`src/rtl/mul_sched_if.sv`:
```
// Bundled request, multiplier and result signals of the two-pipe multiply scheduler.
// Every handshake is valid/ready: a beat transfers on a rising edge where both are high.
interface mul_sched_if #(
   parameter int TAG_W = 4
);
   logic [1:0]       req_valid;
   logic [1:0]       req_ready;
   logic [1:0]       req_op0;
   logic [1:0]       req_op1;
   logic [31:0]      req_src1_0;
   logic [31:0]      req_src2_0;
   logic [31:0]      req_src1_1;
   logic [31:0]      req_src2_1;
   logic [TAG_W-1:0] req_tag0;
   logic [TAG_W-1:0] req_tag1;
   logic             flush;
   logic             mul_start;
   logic             mul_signed;
   logic [31:0]      mul_a;
   logic [31:0]      mul_b;
   logic             mul_done;
   logic [63:0]      mul_result;
   logic             res_valid;
   logic             res_ready;
   logic [31:0]      res_data;
   logic [TAG_W-1:0] res_tag;
   logic             res_pipe;

   modport slave (
      input  req_valid, req_op0, req_op1, req_src1_0, req_src2_0, req_src1_1, req_src2_1,
             req_tag0, req_tag1, flush, mul_done, mul_result, res_ready,
      output req_ready, mul_start, mul_signed, mul_a, mul_b, res_valid, res_data, res_tag,
             res_pipe
   );

   modport master (
      output req_valid, req_op0, req_op1, req_src1_0, req_src2_0, req_src1_1, req_src2_1,
             req_tag0, req_tag1, flush, mul_done, mul_result, res_ready,
      input  req_ready, mul_start, mul_signed, mul_a, mul_b, res_valid, res_data, res_tag,
             res_pipe
   );
endinterface

```
`src/rtl/mul_sched.sv`:
```
// Round-robin scheduler that feeds one shared multiplier from two issue pipes,
// one operation at a time, and returns the selected product word with its tag.
module mul_sched #(
   parameter int TAG_W = 4
) (
   input  logic       clk,
   input  logic       rst,
   mul_sched_if.slave bus,
   output logic [1:0] state_o
);
   typedef enum logic [1:0] {IDLE, ISSUE, WAIT, RESP} state_t;

   state_t           state_q;
   logic             rr_q;          // 1 = pipe1 wins when both pipes request
   logic             mul_start_q;
   logic             mul_signed_q;
   logic [31:0]      mul_a_q;
   logic [31:0]      mul_b_q;
   logic             res_hi_q;
   logic             res_valid_q;
   logic [31:0]      res_data_q;
   logic [TAG_W-1:0] res_tag_q;
   logic             res_pipe_q;

   logic [1:0]       grant;
   logic [1:0]       sel_op;
   logic [31:0]      sel_a;
   logic [31:0]      sel_b;
   logic [TAG_W-1:0] sel_tag;

   always_comb begin
      grant = 2'b00;
      if (!rst && state_q == IDLE && !bus.flush) begin
         case (bus.req_valid)
            2'b01:   grant = 2'b01;
            2'b10:   grant = 2'b10;
            2'b11:   grant = rr_q ? 2'b10 : 2'b01;
            default: grant = 2'b00;
         endcase
      end
      sel_op  = grant[1] ? bus.req_op1    : bus.req_op0;
      sel_a   = grant[1] ? bus.req_src1_1 : bus.req_src1_0;
      sel_b   = grant[1] ? bus.req_src2_1 : bus.req_src2_0;
      sel_tag = grant[1] ? bus.req_tag1   : bus.req_tag0;
   end

   always_ff @(posedge clk) begin
      if (rst) begin
         state_q      <= IDLE;
         rr_q         <= 1'b0;
         mul_start_q  <= 1'b0;
         mul_signed_q <= 1'b0;
         mul_a_q      <= '0;
         mul_b_q      <= '0;
         res_hi_q     <= 1'b0;
         res_valid_q  <= 1'b0;
         res_data_q   <= '0;
         res_tag_q    <= '0;
         res_pipe_q   <= 1'b0;
      end else begin
         case (state_q)
            IDLE: begin
               if (|grant) begin
                  state_q      <= ISSUE;
                  mul_start_q  <= 1'b1;
                  rr_q         <= grant[0];
                  mul_a_q      <= sel_a;
                  mul_b_q      <= sel_b;
                  // Only MULH.WU is unsigned; op 11 behaves as MUL.W.
                  mul_signed_q <= (sel_op != 2'b10);
                  res_hi_q     <= (sel_op == 2'b01) || (sel_op == 2'b10);
                  res_tag_q    <= sel_tag;
                  res_pipe_q   <= grant[1];
               end
            end
            ISSUE: begin
               mul_start_q <= 1'b0;
               state_q     <= bus.flush ? IDLE : WAIT;
            end
            WAIT: begin
               if (bus.flush) begin
                  state_q <= IDLE;
               end else if (bus.mul_done) begin
                  res_data_q  <= res_hi_q ? bus.mul_result[63:32] : bus.mul_result[31:0];
                  res_valid_q <= 1'b1;
                  state_q     <= RESP;
               end
            end
            RESP: begin
               // A flush discards the result even if the consumer takes it this cycle.
               if (bus.flush || bus.res_ready) begin
                  res_valid_q <= 1'b0;
                  state_q     <= IDLE;
               end
            end
            default: state_q <= IDLE;
         endcase
      end
   end

   assign bus.req_ready  = grant;
   assign bus.mul_start  = mul_start_q;
   assign bus.mul_signed = mul_signed_q;
   assign bus.mul_a      = mul_a_q;
   assign bus.mul_b      = mul_b_q;
   assign bus.res_valid  = res_valid_q;
   assign bus.res_data   = res_data_q;
   assign bus.res_tag    = res_tag_q;
   assign bus.res_pipe   = res_pipe_q;
   assign state_o        = state_q;
endmodule

```
`src/flat_wrapper.sv`:
```
// flat-port wrapper written by rule: the top's interface ports become plain ports
module mul_sched_flat 
#(
   parameter int TAG_W = 4
)
  (clk, rst, state_o, bus_req_valid, bus_req_op0, bus_req_op1, bus_req_src1_0, bus_req_src2_0, bus_req_src1_1, bus_req_src2_1, bus_req_tag0, bus_req_tag1, bus_flush, bus_mul_done, bus_mul_result, bus_res_ready, bus_req_ready, bus_mul_start, bus_mul_signed, bus_mul_a, bus_mul_b, bus_res_valid, bus_res_data, bus_res_tag, bus_res_pipe);
  mul_sched_if #(.TAG_W(TAG_W)) bus_i ();
  input  logic clk;
  input  logic rst;
  output logic [1:0] state_o;
  input wire logic [$bits(bus_i.req_valid)-1:0] bus_req_valid;
  input wire logic [$bits(bus_i.req_op0)-1:0] bus_req_op0;
  input wire logic [$bits(bus_i.req_op1)-1:0] bus_req_op1;
  input wire logic [$bits(bus_i.req_src1_0)-1:0] bus_req_src1_0;
  input wire logic [$bits(bus_i.req_src2_0)-1:0] bus_req_src2_0;
  input wire logic [$bits(bus_i.req_src1_1)-1:0] bus_req_src1_1;
  input wire logic [$bits(bus_i.req_src2_1)-1:0] bus_req_src2_1;
  input wire logic [$bits(bus_i.req_tag0)-1:0] bus_req_tag0;
  input wire logic [$bits(bus_i.req_tag1)-1:0] bus_req_tag1;
  input wire logic [$bits(bus_i.flush)-1:0] bus_flush;
  input wire logic [$bits(bus_i.mul_done)-1:0] bus_mul_done;
  input wire logic [$bits(bus_i.mul_result)-1:0] bus_mul_result;
  input wire logic [$bits(bus_i.res_ready)-1:0] bus_res_ready;
  output wire logic [$bits(bus_i.req_ready)-1:0] bus_req_ready;
  output wire logic [$bits(bus_i.mul_start)-1:0] bus_mul_start;
  output wire logic [$bits(bus_i.mul_signed)-1:0] bus_mul_signed;
  output wire logic [$bits(bus_i.mul_a)-1:0] bus_mul_a;
  output wire logic [$bits(bus_i.mul_b)-1:0] bus_mul_b;
  output wire logic [$bits(bus_i.res_valid)-1:0] bus_res_valid;
  output wire logic [$bits(bus_i.res_data)-1:0] bus_res_data;
  output wire logic [$bits(bus_i.res_tag)-1:0] bus_res_tag;
  output wire logic [$bits(bus_i.res_pipe)-1:0] bus_res_pipe;
  assign bus_i.req_valid = bus_req_valid;
  assign bus_i.req_op0 = bus_req_op0;
  assign bus_i.req_op1 = bus_req_op1;
  assign bus_i.req_src1_0 = bus_req_src1_0;
  assign bus_i.req_src2_0 = bus_req_src2_0;
  assign bus_i.req_src1_1 = bus_req_src1_1;
  assign bus_i.req_src2_1 = bus_req_src2_1;
  assign bus_i.req_tag0 = bus_req_tag0;
  assign bus_i.req_tag1 = bus_req_tag1;
  assign bus_i.flush = bus_flush;
  assign bus_i.mul_done = bus_mul_done;
  assign bus_i.mul_result = bus_mul_result;
  assign bus_i.res_ready = bus_res_ready;
  assign bus_req_ready = bus_i.req_ready;
  assign bus_mul_start = bus_i.mul_start;
  assign bus_mul_signed = bus_i.mul_signed;
  assign bus_mul_a = bus_i.mul_a;
  assign bus_mul_b = bus_i.mul_b;
  assign bus_res_valid = bus_i.res_valid;
  assign bus_res_data = bus_i.res_data;
  assign bus_res_tag = bus_i.res_tag;
  assign bus_res_pipe = bus_i.res_pipe;
  mul_sched #(.TAG_W(TAG_W)) u_core (.clk(clk), .rst(rst), .bus(bus_i), .state_o(state_o));
endmodule
```
`config.mk`:
```
export PLATFORM = sky130hd
export DESIGN_NAME = mul_sched_flat
export DESIGN_NICKNAME = d
export VERILOG_FILES = /design/src/rtl/mul_sched_if.sv /design/src/rtl/mul_sched.sv /design/src/flat_wrapper.sv
export SDC_FILE = /design/constraint.sdc
export NUM_CORES = 1
export LEC_CHECK = 0
export ABC_AREA = 1
export CORE_ASPECT_RATIO = 0.5
export CORE_MARGIN = 4
export CORE_UTILIZATION = 39
export DETAILED_ROUTE_END_ITERATION = 8
export GPL_ROUTABILITY_DRIVEN = 0
export GPL_TIMING_DRIVEN = 0
export PLACE_DENSITY = 0.91
export SYNTH_ARGS = -nofsm -noshare
export SYNTH_HDL_FRONTEND = slang
export SYNTH_SLANG_ARGS = --single-unit
```
`constraint.sdc`:
```
create_clock -name clk -period 2.02 [get_ports clk]
set_input_delay 0.303 -clock clk [delete_from_list [all_inputs] [get_ports clk]]
set_output_delay 0.303 -clock clk [all_outputs]
set_load 0.1 [all_outputs]
```
==> results of run 1 <==
## metrics by stage
stage,hold slack [ps],TNS [ps]
5_1_grt,368,0
3_5_place_dp,451,-4590
4_1_cts,336,-55.8
3_3_place_gp,448,-3860
6_report,333,0
2_1_floorplan,453,0
## synthesized netlist by cell type (all sizes together)
| cell | count |
|---|---|
| a21oi | 73 |
| buf | 52 |
| clkbuf | 5 |
| dfxtp | 108 |
| ha | 1 |
| inv | 151 |
| mux2 | 32 |
| nand2 | 152 |
| nand3 | 138 |
| nor2 | 82 |
| nor3 | 2 |
| o211ai | 1 |
| o21ai | 38 |
| or2 | 1 |
## registers in the layout, summed over array words and instances (netlist names)
register / cells
u_core.bus.mul_a: 32
u_core.bus.mul_b: 32
u_core.bus.res_data: 32
u_core.bus.res_tag: 4
u_core.state_o: 2
u_core.bus.mul_signed: 1
u_core.bus.mul_start: 1
u_core.bus.res_pipe: 1
u_core.bus.res_valid: 1
u_core.res_hi_q: 1
u_core.rr_q: 1
## per-layer routing
| metal | share of wire | up-vias | GRT usage |
|---|---|---|---|
| met4 | 0.043 | 0 | 0.109 |
| met3 | 0.060 | 60 | 0.0461 |
| li1 | - | 3272 | - |
| met1 | 0.39 | 2987 | 0.265 |
| met5 | 0 | - | 0 |
| met2 | 0.51 | 263 | 0.444 |
## placed cells by master, fill, tap and decap left out, types with 32 or more instances in the layout
cell             instances
nand2_1                151
dlygate4sd2_1          107
nand3_1                138
mux2_2                  32
a21oi_1                 73
dfxtp_1                106
nor2_1                  79
inv_1                  146
clkdlybuf4s50_1        208
o21ai_0                 38
## where the power goes
group          switching (mW)  internal [mW]
clock network           0.802          0.914
logic                    3.39           1.19
registers               0.170           2.46
total                    4.36           4.56
## what timing repair did
item | in CTS | in global routing
buffers inserted | 0 | 5
resized for setup | 126 | 6
endpoints found under the setup margin | 110 | 4
pin swaps | 0 | 1
## cell type report
class	count	area [sq um]	share of cell area
clock inverter	5	33.8	0.00366
sequential	108	2170	0.235
clock buffer	11	254	0.0275
multi-input combinational	520	2560	0.277
tap	192	240	0.0260
buffer	57	315	0.0341
timing repair buffer	322	3100	0.335
inverter	151	574	0.0622
## worst reg2reg max path: cells and delay by family (launching register included)
kind	cells	cell delay [ps]
buf+inv	2	180
compound gates	2	180
simple gates	5	790
fa+ha+maj	1	270
flops	1	370
## logic make-up after synthesis
logic type,Yosys count,share of synthesized area
and+or+nand+nor,375,0.288
buffers and inverters,208,0.156
AOI/OAI and AO/OA,112,0.102
DFF,108,0.388
muxes,32,0.0646
adders and majority gates,1,0.00224
## path summary, 6_finish.rpt
| check | startpoint | to | slack [ps] | cells after the start |
|---|---|---|---|---|
| setup / recovery | bus_req_valid[0] | bus_req_ready[1] | 50 | 8 |
| hold reg to reg | u_core.bus.res_pipe | u_core.bus.res_pipe | 460 | 2 |
| hold / removal | rst | u_core.bus.mul_b[17] | 330 | 4 |
| setup reg to reg | u_core.state_o[1] | u_core.res_hi_q | 170 | 10 |
==> tab_implementation.tex, run 1 <==
\begin{tabular}{lr}
\hline
Metric & Value \\
\hline
\multicolumn{2}{l}{\textbf{Status}} \\
\quad Status & complete, no violations \\
\multicolumn{2}{l}{\textbf{Timing}} \\
\quad Unrepaired setup endpoints after global routing & false \\
\quad Max Freq & 508 MHz \\
\quad Final Hold Vio Count & 0 \\
\quad Slew headroom & 0.324 \\
\quad Number of setup violations in the final report & 0 \\
\quad Final worst path period share & 0.974 \\
\quad Max-slew violation count & 0 \\
\quad Measured slew at the worst slew-check pin & 1020 ps \\
\quad Post-route minimum period & 1970 ps \\
\quad Smallest setup slack after layout & 53.3 ps \\
\quad Largest clock skew in the final design & 8.06 ps \\
\multicolumn{2}{l}{\textbf{Layout}} \\
\quad Fin util & 0.671 \\
\quad Antenna cell count & 0 \\
\quad Filler Cell Count & 1,193 \\
\quad Post-Layout Cell Count & 1,366 \\
\quad Number of nets in the finished design & 1,381 \\
\quad Post-route cell area & 0.00924 sq mm \\
\quad Syn-to-layout area delta & 65.7\% \\
\quad Ratio of cells with drive above 1 in the final layout & 0.0928 \\
\multicolumn{2}{l}{\textbf{Worst setup path}} \\
\quad Highest fanout seen on the critical path & 10 \\
\quad Worst path top cell family by delay & buffers and inverters \\
\quad CP cell instances & clkdlybuf4s50\_1 > inv\_1 > nor2\_1 > nor2\_4 > nand2\_4 > buf\_6 > inv\_6 > buf\_12 \\
\quad Crit path max-delay cell type & clkdlybuf4s50\_1 \\
\quad Required time reported for the critical path endpoint & 1720 ps \\
\quad WP data arrival & 1660 ps \\
\quad Worst Setup End Kind & output port \\
\quad Type of origin of the critical path & primary input \\
\quad Crit Path Class & in2out \\
\quad Buffers and inverters on the worst path & 5 \\
\quad Slowest cell delay on critical path & 500 ps \\
\multicolumn{2}{l}{\textbf{Placed design}} \\
\quad Post-place setup slack & -1180 ps \\
\quad Cell area after placement & 0.00900 sq mm \\
\quad Placed wire-length estimate after detailed placement & 16,400 um \\
\quad Dpl cells & 1,345 \\
\quad Port Buffers & 317 \\
\multicolumn{2}{l}{\textbf{Floorplanning}} \\
\quad Width of the chip & 177 um \\
\quad Effective utilization at floorplan & 0.405 \\
\quad Floorplan row count & 30 \\
\quad Io pins & 319 \\
\quad Die outline area & 0.0164 sq mm \\
\quad Die boundary height & 92.6 um \\
\quad Core area & 0.0138 sq mm \\
\multicolumn{2}{l}{\textbf{Global route}} \\
\quad Pin count of the biggest net entering global routing & 18 \\
\quad Tot GR Track Use & 0.239 \\
\quad Number of global-route vias before repair & 6,542 \\
\quad First-pass GRT wire length & 31,800 um \\
\quad Initial antenna violation count & 0 \\
\quad Global route total overflow & 0 \\
\multicolumn{2}{l}{\textbf{Detailed routing}} \\
\quad Remaining number of nets flagged by the antenna check after routing & 0 \\
\quad Total via count in the routed design & 6,582 \\
\quad Routed wire length & 20,600 um \\
\quad Routed wirelength normalized by instance count & 15.1 um \\
\quad DRC violations left & 0 \\
\quad Via-per-instance ratio & 4.82 \\
\quad Iteration-0 DRC Markers & 286 \\
\quad Pre-Repair DR Iteration Count & 5 \\
\multicolumn{2}{l}{\textbf{Synth}} \\
\quad Cell count after synthesis & 836 \\
\quad Net count of the mapped netlist & 1,048 \\
\quad Combined area of all synthesized cells & 0.00558 sq mm \\
\quad Yosys warning count & 0 \\
\quad Sequential area share after synthesis & 0.388 \\
\quad Area share of the leading cell type in the synthesized netlist & 0.388 \\
\quad Syn avg cell area & 6.67 sq um \\
\quad Count of cell types in the netlist & 21 \\
\quad Largest area contributor in the synthesized netlist & dfxtp\_1 \\
\quad Cell types with the largest area share after synthesis & dfxtp\_1 (39\%), nand3\_1 (12\%), nand2\_1 (10\%) \\
\quad Number of synthesized register bits & 108 \\
\multicolumn{2}{l}{\textbf{Clocking}} \\
\quad Number of levels the H-tree was split into & 3 \\
\quad Post-CTS clock slew at the launch and capture registers of the worst setup and hold paths & 70 ps \\
\quad Clk buf depth & 2 \\
\quad Post-CTS Hold Fix Bufs & 0 \\
\quad Count of clock tree sinks & 108 \\
\quad Clock Tree Root & clkbuf\_16 \\
\quad Num CTS Buffers & 9 \\
\quad TritonCTS clock tree & done \\
\quad Clock network latency to the later pin of the worst-skew pair & 340 ps \\
\multicolumn{2}{l}{\textbf{Pwr}} \\
\quad P per Cell Area & 965 mW/mm\^{}2 \\
\quad Lkg Pwr & 4.64 nW \\
\quad IR drop worst, VDD & 0.510 mV \\
\quad Power consumption & 8.91 mW \\
\multicolumn{2}{l}{\textbf{Job}} \\
\quad Maximum Capacitance Violations & 0 \\
\multicolumn{2}{l}{\textbf{Hold path}} \\
\quad Worst min-delay path category & in2reg \\
\hline
\end{tabular}
(Power assumes the default switching activity.)
==> inputs of run 2 (changes only) <==
- CORE_MARGIN: 4 -> 10
==> tab_implementation.tex, run 2 (same netlist as run 1, synthesis figures left out) <==
\begin{tabular}{lr}
\hline
Metric & Value \\
\hline
\multicolumn{2}{l}{\textbf{Global route}} \\
\quad Pin count of the biggest net entering global routing & 18 (unchanged) \\
\quad Tot GR Track Use & 0.213 (-0.0262) \\
\quad Initial antenna violation count & 0 (unchanged) \\
\quad First-pass GRT wire length & 34,200 um (+7.6\%) \\
\quad Global route total overflow & 0 (unchanged) \\
\quad Number of global-route vias before repair & 6,641 (+1.5\%) \\
\multicolumn{2}{l}{\textbf{Detailed routing}} \\
\quad Pre-Repair DR Iteration Count & 5 (unchanged) \\
\quad Via-per-instance ratio & 4.81 (-0.13\%) \\
\quad Routed wire length & 22,800 um (+10\%) \\
\quad Total via count in the routed design & 6,559 (-0.35\%) \\
\quad Iteration-0 DRC Markers & 366 (+28\%) \\
\quad Remaining number of nets flagged by the antenna check after routing & 0 (unchanged) \\
\quad DRC violations left & 0 (unchanged) \\
\quad Routed wirelength normalized by instance count & 16.7 um (+10\%) \\
\multicolumn{2}{l}{\textbf{Pwr}} \\
\quad IR drop worst, VDD & 0.435 mV (-15\%) \\
\quad Lkg Pwr & 4.61 nW (-0.67\%) \\
\quad Share of total power in combinational logic & 0.512 (about the same) \\
\quad Power consumption & 8.93 mW (+0.14\%) \\
\quad P per Cell Area & 968 mW/mm\^{}2 (+0.29\%) \\
\quad Net Sw Frac & 0.491 (+0.00184) \\
\quad Proportion of power drawn by flip-flops and latches & 0.295 (about the same) \\
\quad Part of the power in the clock network & 0.193 (about the same) \\
\quad Cell-internal power & 4.55 mW (-0.22\%) \\
\quad Net load switching power & 4.38 mW (+0.52\%) \\
\multicolumn{2}{l}{\textbf{Worst setup path}} \\
\quad Slowest cell delay on critical path & 530 ps (+30 ps) \\
\quad Highest fanout seen on the critical path & 10 (unchanged) \\
\quad Required time reported for the critical path endpoint & 1720 ps (about the same) \\
\quad CP cell instances & clkdlybuf4s50\_1 > inv\_2 > nor2\_4 > nand2\_8 > buf\_4 > inv\_6 > buf\_12 \\
\quad Crit path max-delay cell type & clkdlybuf4s50\_1 \\
\quad Worst Setup End Kind & output port \\
\quad Buffers and inverters on the worst path & 5 (unchanged) \\
\quad Crit Path Class & in2out \\
\quad Type of origin of the critical path & primary input \\
\quad Worst path top cell family by delay & buffers and inverters \\
\quad WP data arrival & 1670 ps (about the same) \\
\multicolumn{2}{l}{\textbf{Layout}} \\
\quad Syn-to-layout area delta & 65.4\% \\
\quad Leading cell type in the layout, fill and taps excluded & clkdlybuf4s50\_1 \\
\quad Ratio of cells with drive above 1 in the final layout & 0.0905 (-0.00232) \\
\quad Highest-count cells in the layout ignoring fill and taps & clkdlybuf4s50\_1 (208), nand2\_1 (151), inv\_1 (146), nand3\_1 (138), dlygate4sd2\_1 (107) \\
\quad Antenna cell count & 0 (unchanged) \\
\quad Number of nets in the finished design & 1,378 (-0.22\%) \\
\multicolumn{2}{l}{\textbf{Placed design}} \\
\quad Placed wire-length estimate after detailed placement & 18,600 um (+13\%) \\
\quad Port Buffers & 317 (unchanged) \\
\multicolumn{2}{l}{\textbf{Clocking}} \\
\quad Clk buf depth & 2 (unchanged) \\
\quad Count of clock tree sinks & 108 (unchanged) \\
\quad TritonCTS clock tree & done \\
\quad Number of levels the H-tree was split into & 3 (unchanged) \\
\quad Post-CTS clock slew at the launch and capture registers of the worst setup and hold paths & 70 ps (about the same) \\
\quad Num CTS Buffers & 9 (unchanged) \\
\quad Clock network latency to the later pin of the worst-skew pair & 340 ps (about the same) \\
\quad Clock Tree Root & clkbuf\_16 \\
\multicolumn{2}{l}{\textbf{Floorplanning}} \\
\quad Die outline area & 0.0198 sq mm (+21\%) \\
\quad Core area & 0.0138 sq mm (unchanged) \\
\quad Effective utilization at floorplan & 0.405 (unchanged) \\
\quad Die boundary height & 105 um (+13\%) \\
\quad Io pins & 319 (unchanged) \\
\quad Floorplan row count & 30 (unchanged) \\
\quad Width of the chip & 189 um (+6.8\%) \\
\multicolumn{2}{l}{\textbf{Timing}} \\
\quad Max-slew violation count & 0 (unchanged) \\
\quad Final Hold Vio Count & 0 (unchanged) \\
\quad Measured slew at the worst slew-check pin & 1050 ps (+30.8 ps) \\
\quad Post-route minimum period & 1970 ps (+7.75 ps) \\
\quad Final worst path period share & 0.977 (+0.00384) \\
\quad Final setup TNS & 0 ps (unchanged) \\
\quad Largest clock skew in the final design & 10.1 ps (+2.05 ps) \\
\quad Max Freq & 506 MHz (-0.39\%) \\
\quad Number of setup violations in the final report & 0 (unchanged) \\
\quad Slew headroom & 0.304 (-0.0205) \\
\multicolumn{2}{l}{\textbf{Hold path}} \\
\quad Worst min-delay path category & in2reg \\
\multicolumn{2}{l}{\textbf{Status}} \\
\quad Status & complete, no violations \\
\multicolumn{2}{l}{\textbf{Job}} \\
\quad Maximum Capacitance Violations & 0 (unchanged) \\
\hline
\end{tabular}
==> run 2: cell types whose count changed in the layout (fill, tap and decap cells not counted), sizes merged <==
cell and delta:
buf -3, clkbuf +1, clkinv +1, inv -2
==> run 2: worst paths after layout <==
| path | from | end | slack [ps] | cells after the start |
|---|---|---|---|---|
| max | bus_req_valid[1] | bus_req_ready[1] | 50 | 7 |
| min | rst | u_core.bus.mul_b[17] | 340 | 4 |
| max reg2reg | u_core.state_o[1] | u_core.res_hi_q | 200 | 12 |
| min reg2reg | u_core.bus.res_pipe | u_core.bus.res_pipe | 480 | 2 |
==> run 2: metal layers <==
metal  global-route usage  wire length, um  share of wire  vias up
met4               0.0805              790          0.035        0
met5                    0                0              0        -
li1                     -                -              -     3267
met2                0.414            12200           0.53      236
met3               0.0501             1360          0.060       46
met1                0.215             8450           0.37     3010
==> run 2: final cells by class <==
type	count	area, sq um
Multi-Input combinational cell	520	2570
Tap cell	192	240
Sequential cell	108	2170
Inverter	151	577
Clock inverter	4	32.5
Timing Repair Buffer	319	3070
Clock buffer	12	258
Fill cell	1207	4550
Buffer	57	308
==> run 2: worst reg2reg max path: cells and delay by family, from the launching register on <==
kind | cells | cell delay [ps]
AND/OR/NAND/NOR | 6 | 510
buffers and inverters | 4 | 420
flip-flops | 1 | 390
adder cells (fa/ha/maj) | 1 | 270
AO/OA/AOI/OAI | 1 | 140
==> run 2: power by group through the flow <==
| stage | logic [mW] | registers (mW) | clock network, mW |
|---|---|---|---|
| finish | 4.57 | 2.63 | 1.72 |
| global placement | 4.68 | 2.66 | 0 |
| floorplan | 1.13 | 4.89 | 0 |
| CTS | 4.56 | 2.62 | 1.76 |
| global route | 4.81 | 2.67 | 1.83 |
| detailed placement | 4.75 | 2.68 | 0 |
==> run 2: what timing repair did <==
| item | CTS | global route |
|---|---|---|
| hold buffers | 0 | 0 |
| pin swaps | 1 | 1 |
| resized for setup | 126 | 7 |
| gates cloned | 0 | 0 |
| endpoints found under the setup margin | 110 | 4 |
| buffers inserted | 0 | 2 |
==> run 2: per-stage QoR <==
stage          hold WS [ps]  worst slack [ps]  cell area (sq um)  utilization  std cells
2_1_floorplan           453              53.4               5590            -        836
3_5_place_dp            464             -1220               9000        0.654       1345
5_1_grt                 353             -6.38               9230        0.670       1363
6_report                338              45.6               9230        0.670       1363
3_3_place_gp            448             -1190               9000        0.654       1345
4_1_cts                 337             -36.0               9180        0.666       1361
==> inputs of run 3 (changes only) <==
- HOLD_SLACK_MARGIN: default -> 0.08
- clock period: 2.02 -> 1.85 ns (I/O delays scaled with it)
==> tab_implementation.tex, run 3 (same netlist as run 1, synthesis figures left out) <==
\begin{tabular}{lr}
\hline
Metric & Value \\
\hline
\multicolumn{2}{l}{\textbf{Status}} \\
\quad Status & complete, no violations \\
\multicolumn{2}{l}{\textbf{Layout}} \\
\quad Highest-count cells in the layout ignoring fill and taps & clkdlybuf4s50\_1 (208), nand2\_1 (149), inv\_1 (144), nand3\_1 (138), dfxtp\_1 (106) \\
\quad Ratio of cells with drive above 1 in the final layout & 0.115 (+0.0246) \\
\quad Leading cell type in the layout, fill and taps excluded & clkdlybuf4s50\_1 \\
\quad Fin util & 0.673 (+0.00372) \\
\quad Post-route cell area & 0.00928 sq mm (+0.56\%) \\
\quad Antenna cell count & 0 (unchanged) \\
\quad Number of nets in the finished design & 1,380 (+0.15\%) \\
\quad Syn-to-layout area delta & 66.3\% \\
\multicolumn{2}{l}{\textbf{Worst setup path}} \\
\quad Crit Path Class & reg2out \\
\quad Type of origin of the critical path & flip-flop \\
\quad Worst path top cell family by delay & buffers and inverters \\
\quad Required time reported for the critical path endpoint & 1570 ps (-150 ps) \\
\quad Buffers and inverters on the worst path & 1 (-4) \\
\quad Slowest cell delay on critical path & 900 ps (+370 ps) \\
\quad Critical Path Source & u\_core.bus.mul\_b[21] \\
\quad WP data arrival & 1550 ps (-120 ps) \\
\quad CP cell instances & dlygate4sd2\_1 \\
\quad Worst Setup End Kind & output port \\
\quad Highest fanout seen on the critical path & 2 (-8) \\
\quad Crit path max-delay cell type & dlygate4sd2\_1 \\
\quad Launching point of the worst reg2reg path & u\_core.state\_o[1] \\
\multicolumn{2}{l}{\textbf{Timing}} \\
\quad Largest clock skew in the final design & 10.4 ps (+0.319 ps) \\
\quad Final worst path period share & 0.987 \\
\quad Final Hold Vio Count & 0 (unchanged) \\
\quad Slew headroom & 0.320 (+0.0164) \\
\quad Unrepaired setup endpoints after global routing & true \\
\quad Number of setup violations in the final report & 0 (unchanged) \\
\quad Measured slew at the worst slew-check pin & 1020 ps (-24.7 ps) \\
\quad Max Freq & 547 MHz \\
\quad Final hold slack & 318 ps (-19.3 ps) \\
\quad Post-route minimum period & 1830 ps \\
\quad Max-slew violation count & 0 (unchanged) \\
\multicolumn{2}{l}{\textbf{Detailed routing}} \\
\quad Total via count in the routed design & 6,572 (+0.20\%) \\
\quad DRC violations left & 0 (unchanged) \\
\quad Iteration-0 DRC Markers & 382 (+4.4\%) \\
\quad Routed wirelength normalized by instance count & 16.6 um (-0.48\%) \\
\quad Remaining number of nets flagged by the antenna check after routing & 0 (unchanged) \\
\quad Pre-Repair DR Iteration Count & 5 (unchanged) \\
\quad Routed wire length & 22,700 um (-0.33\%) \\
\quad Via-per-instance ratio & 4.81 (about the same) \\
\multicolumn{2}{l}{\textbf{Floorplanning}} \\
\quad Effective utilization at floorplan & 0.405 (unchanged) \\
\quad Die boundary height & 105 um (unchanged) \\
\quad Die outline area & 0.0198 sq mm (unchanged) \\
\quad Width of the chip & 189 um (unchanged) \\
\quad Core area & 0.0138 sq mm (unchanged) \\
\quad Io pins & 319 (unchanged) \\
\quad Floorplan row count & 30 (unchanged) \\
\multicolumn{2}{l}{\textbf{Clocking}} \\
\quad Clock Tree Root & clkbuf\_16 \\
\quad TritonCTS clock tree & done \\
\quad Clk buf depth & 2 (unchanged) \\
\quad Num CTS Buffers & 9 (unchanged) \\
\quad Number of levels the H-tree was split into & 3 (unchanged) \\
\quad Post-CTS clock slew at the launch and capture registers of the worst setup and hold paths & 70 ps (about the same) \\
\quad Count of clock tree sinks & 108 (unchanged) \\
\quad Clock network latency to the later pin of the worst-skew pair & 340 ps (about the same) \\
\multicolumn{2}{l}{\textbf{Placed design}} \\
\quad Placed wire-length estimate after detailed placement & 18,400 um (-1.4\%) \\
\quad Port Buffers & 317 (unchanged) \\
\quad Cell area after placement & 0.00902 sq mm (+0.15\%) \\
\multicolumn{2}{l}{\textbf{Pwr}} \\
\quad Lkg Pwr & 4.40 nW (-4.5\%) \\
\quad P per Cell Area & 1070 mW/mm\^{}2 (+11\%) \\
\quad IR drop worst, VDD & 0.529 mV (+21\%) \\
\multicolumn{2}{l}{\textbf{Global route}} \\
\quad Initial antenna violation count & 0 (unchanged) \\
\quad Pin count of the biggest net entering global routing & 18 (unchanged) \\
\quad First-pass GRT wire length & 34,500 um (+0.99\%) \\
\quad Tot GR Track Use & 0.214 (+0.00115) \\
\quad Global route total overflow & 0 (unchanged) \\
\quad Number of global-route vias before repair & 6,458 (-2.8\%) \\
\multicolumn{2}{l}{\textbf{Job}} \\
\quad Maximum Capacitance Violations & 0 (unchanged) \\
\multicolumn{2}{l}{\textbf{Hold path}} \\
\quad Worst min-delay path category & in2reg \\
\quad Launch point of the worst hold path & rst \\
\hline
\end{tabular}
-- run 3: through the flow --
step	setup slack (ps)	TNS, ps	std cells	total power, mW
after floorplan	-25.9	-25.9	836	6.59
after global placement	-1340	-14680	1345	8.04
after detailed placement	-1380	-19370	1345	8.13
after CTS	-66.3	-66.3	1363	9.98
after global routing	-23.5	-23.5	1365	10.4
final	23.5	0	1365	9.96
-- run 3: area by class of cell --
| type | count | area [sq um] |
|---|---|---|
| inverters | 151 | 581 |
| well taps | 192 | 240 |
| multi-input cells | 520 | 2560 |
| plain buffers | 57 | 319 |
| clock buffers | 12 | 268 |
| clock inverters | 4 | 55.1 |
| fillers | 1151 | 4500 |
| repair buffers | 321 | 3080 |
| flip-flops and latches | 108 | 2170 |
-- run 3: path summary, 6_finish.rpt --
path / endpoint / slack, ps / cells past startpoint
max reg2reg: u_core.res_hi_q / 110 / 10
min: u_core.bus.mul_b[17] / 320 / 4
max: bus_mul_b[21] / 20 / 1
min reg2reg: u_core.bus.res_pipe / 470 / 2
-- run 3: routing by layer --
layer | global-route usage | part of all wire | wire (um)
met1 | 0.231 | 0.39 | 8750
met2 | 0.410 | 0.54 | 12100
met3 | 0.0415 | 0.051 | 1160
met4 | 0.0670 | 0.028 | 629
met5 | 0 | 0 | 0
-- run 3: tightest hold or removal path: stages --
cell and delay [ps]:
buf_4 180, a21oi_1 60, nand2_1 60, inv_1 30
-- run 3: timing repair --
action,CTS,global route
gates resized for setup,148,85
pin swaps,1,2
buffers inserted,2,2
endpoints found under the setup margin,110,73
hold buffers,0,0
-- run 3: power breakdown --
group,internal [mW],total [mW],leakage (nW),switching (mW)
sequential,2.68,2.88,0.883,0.196
clock,1.18,2.05,0.154,0.873
combinational,1.32,5.04,3.36,3.72
total,5.17,9.96,4.40,4.79
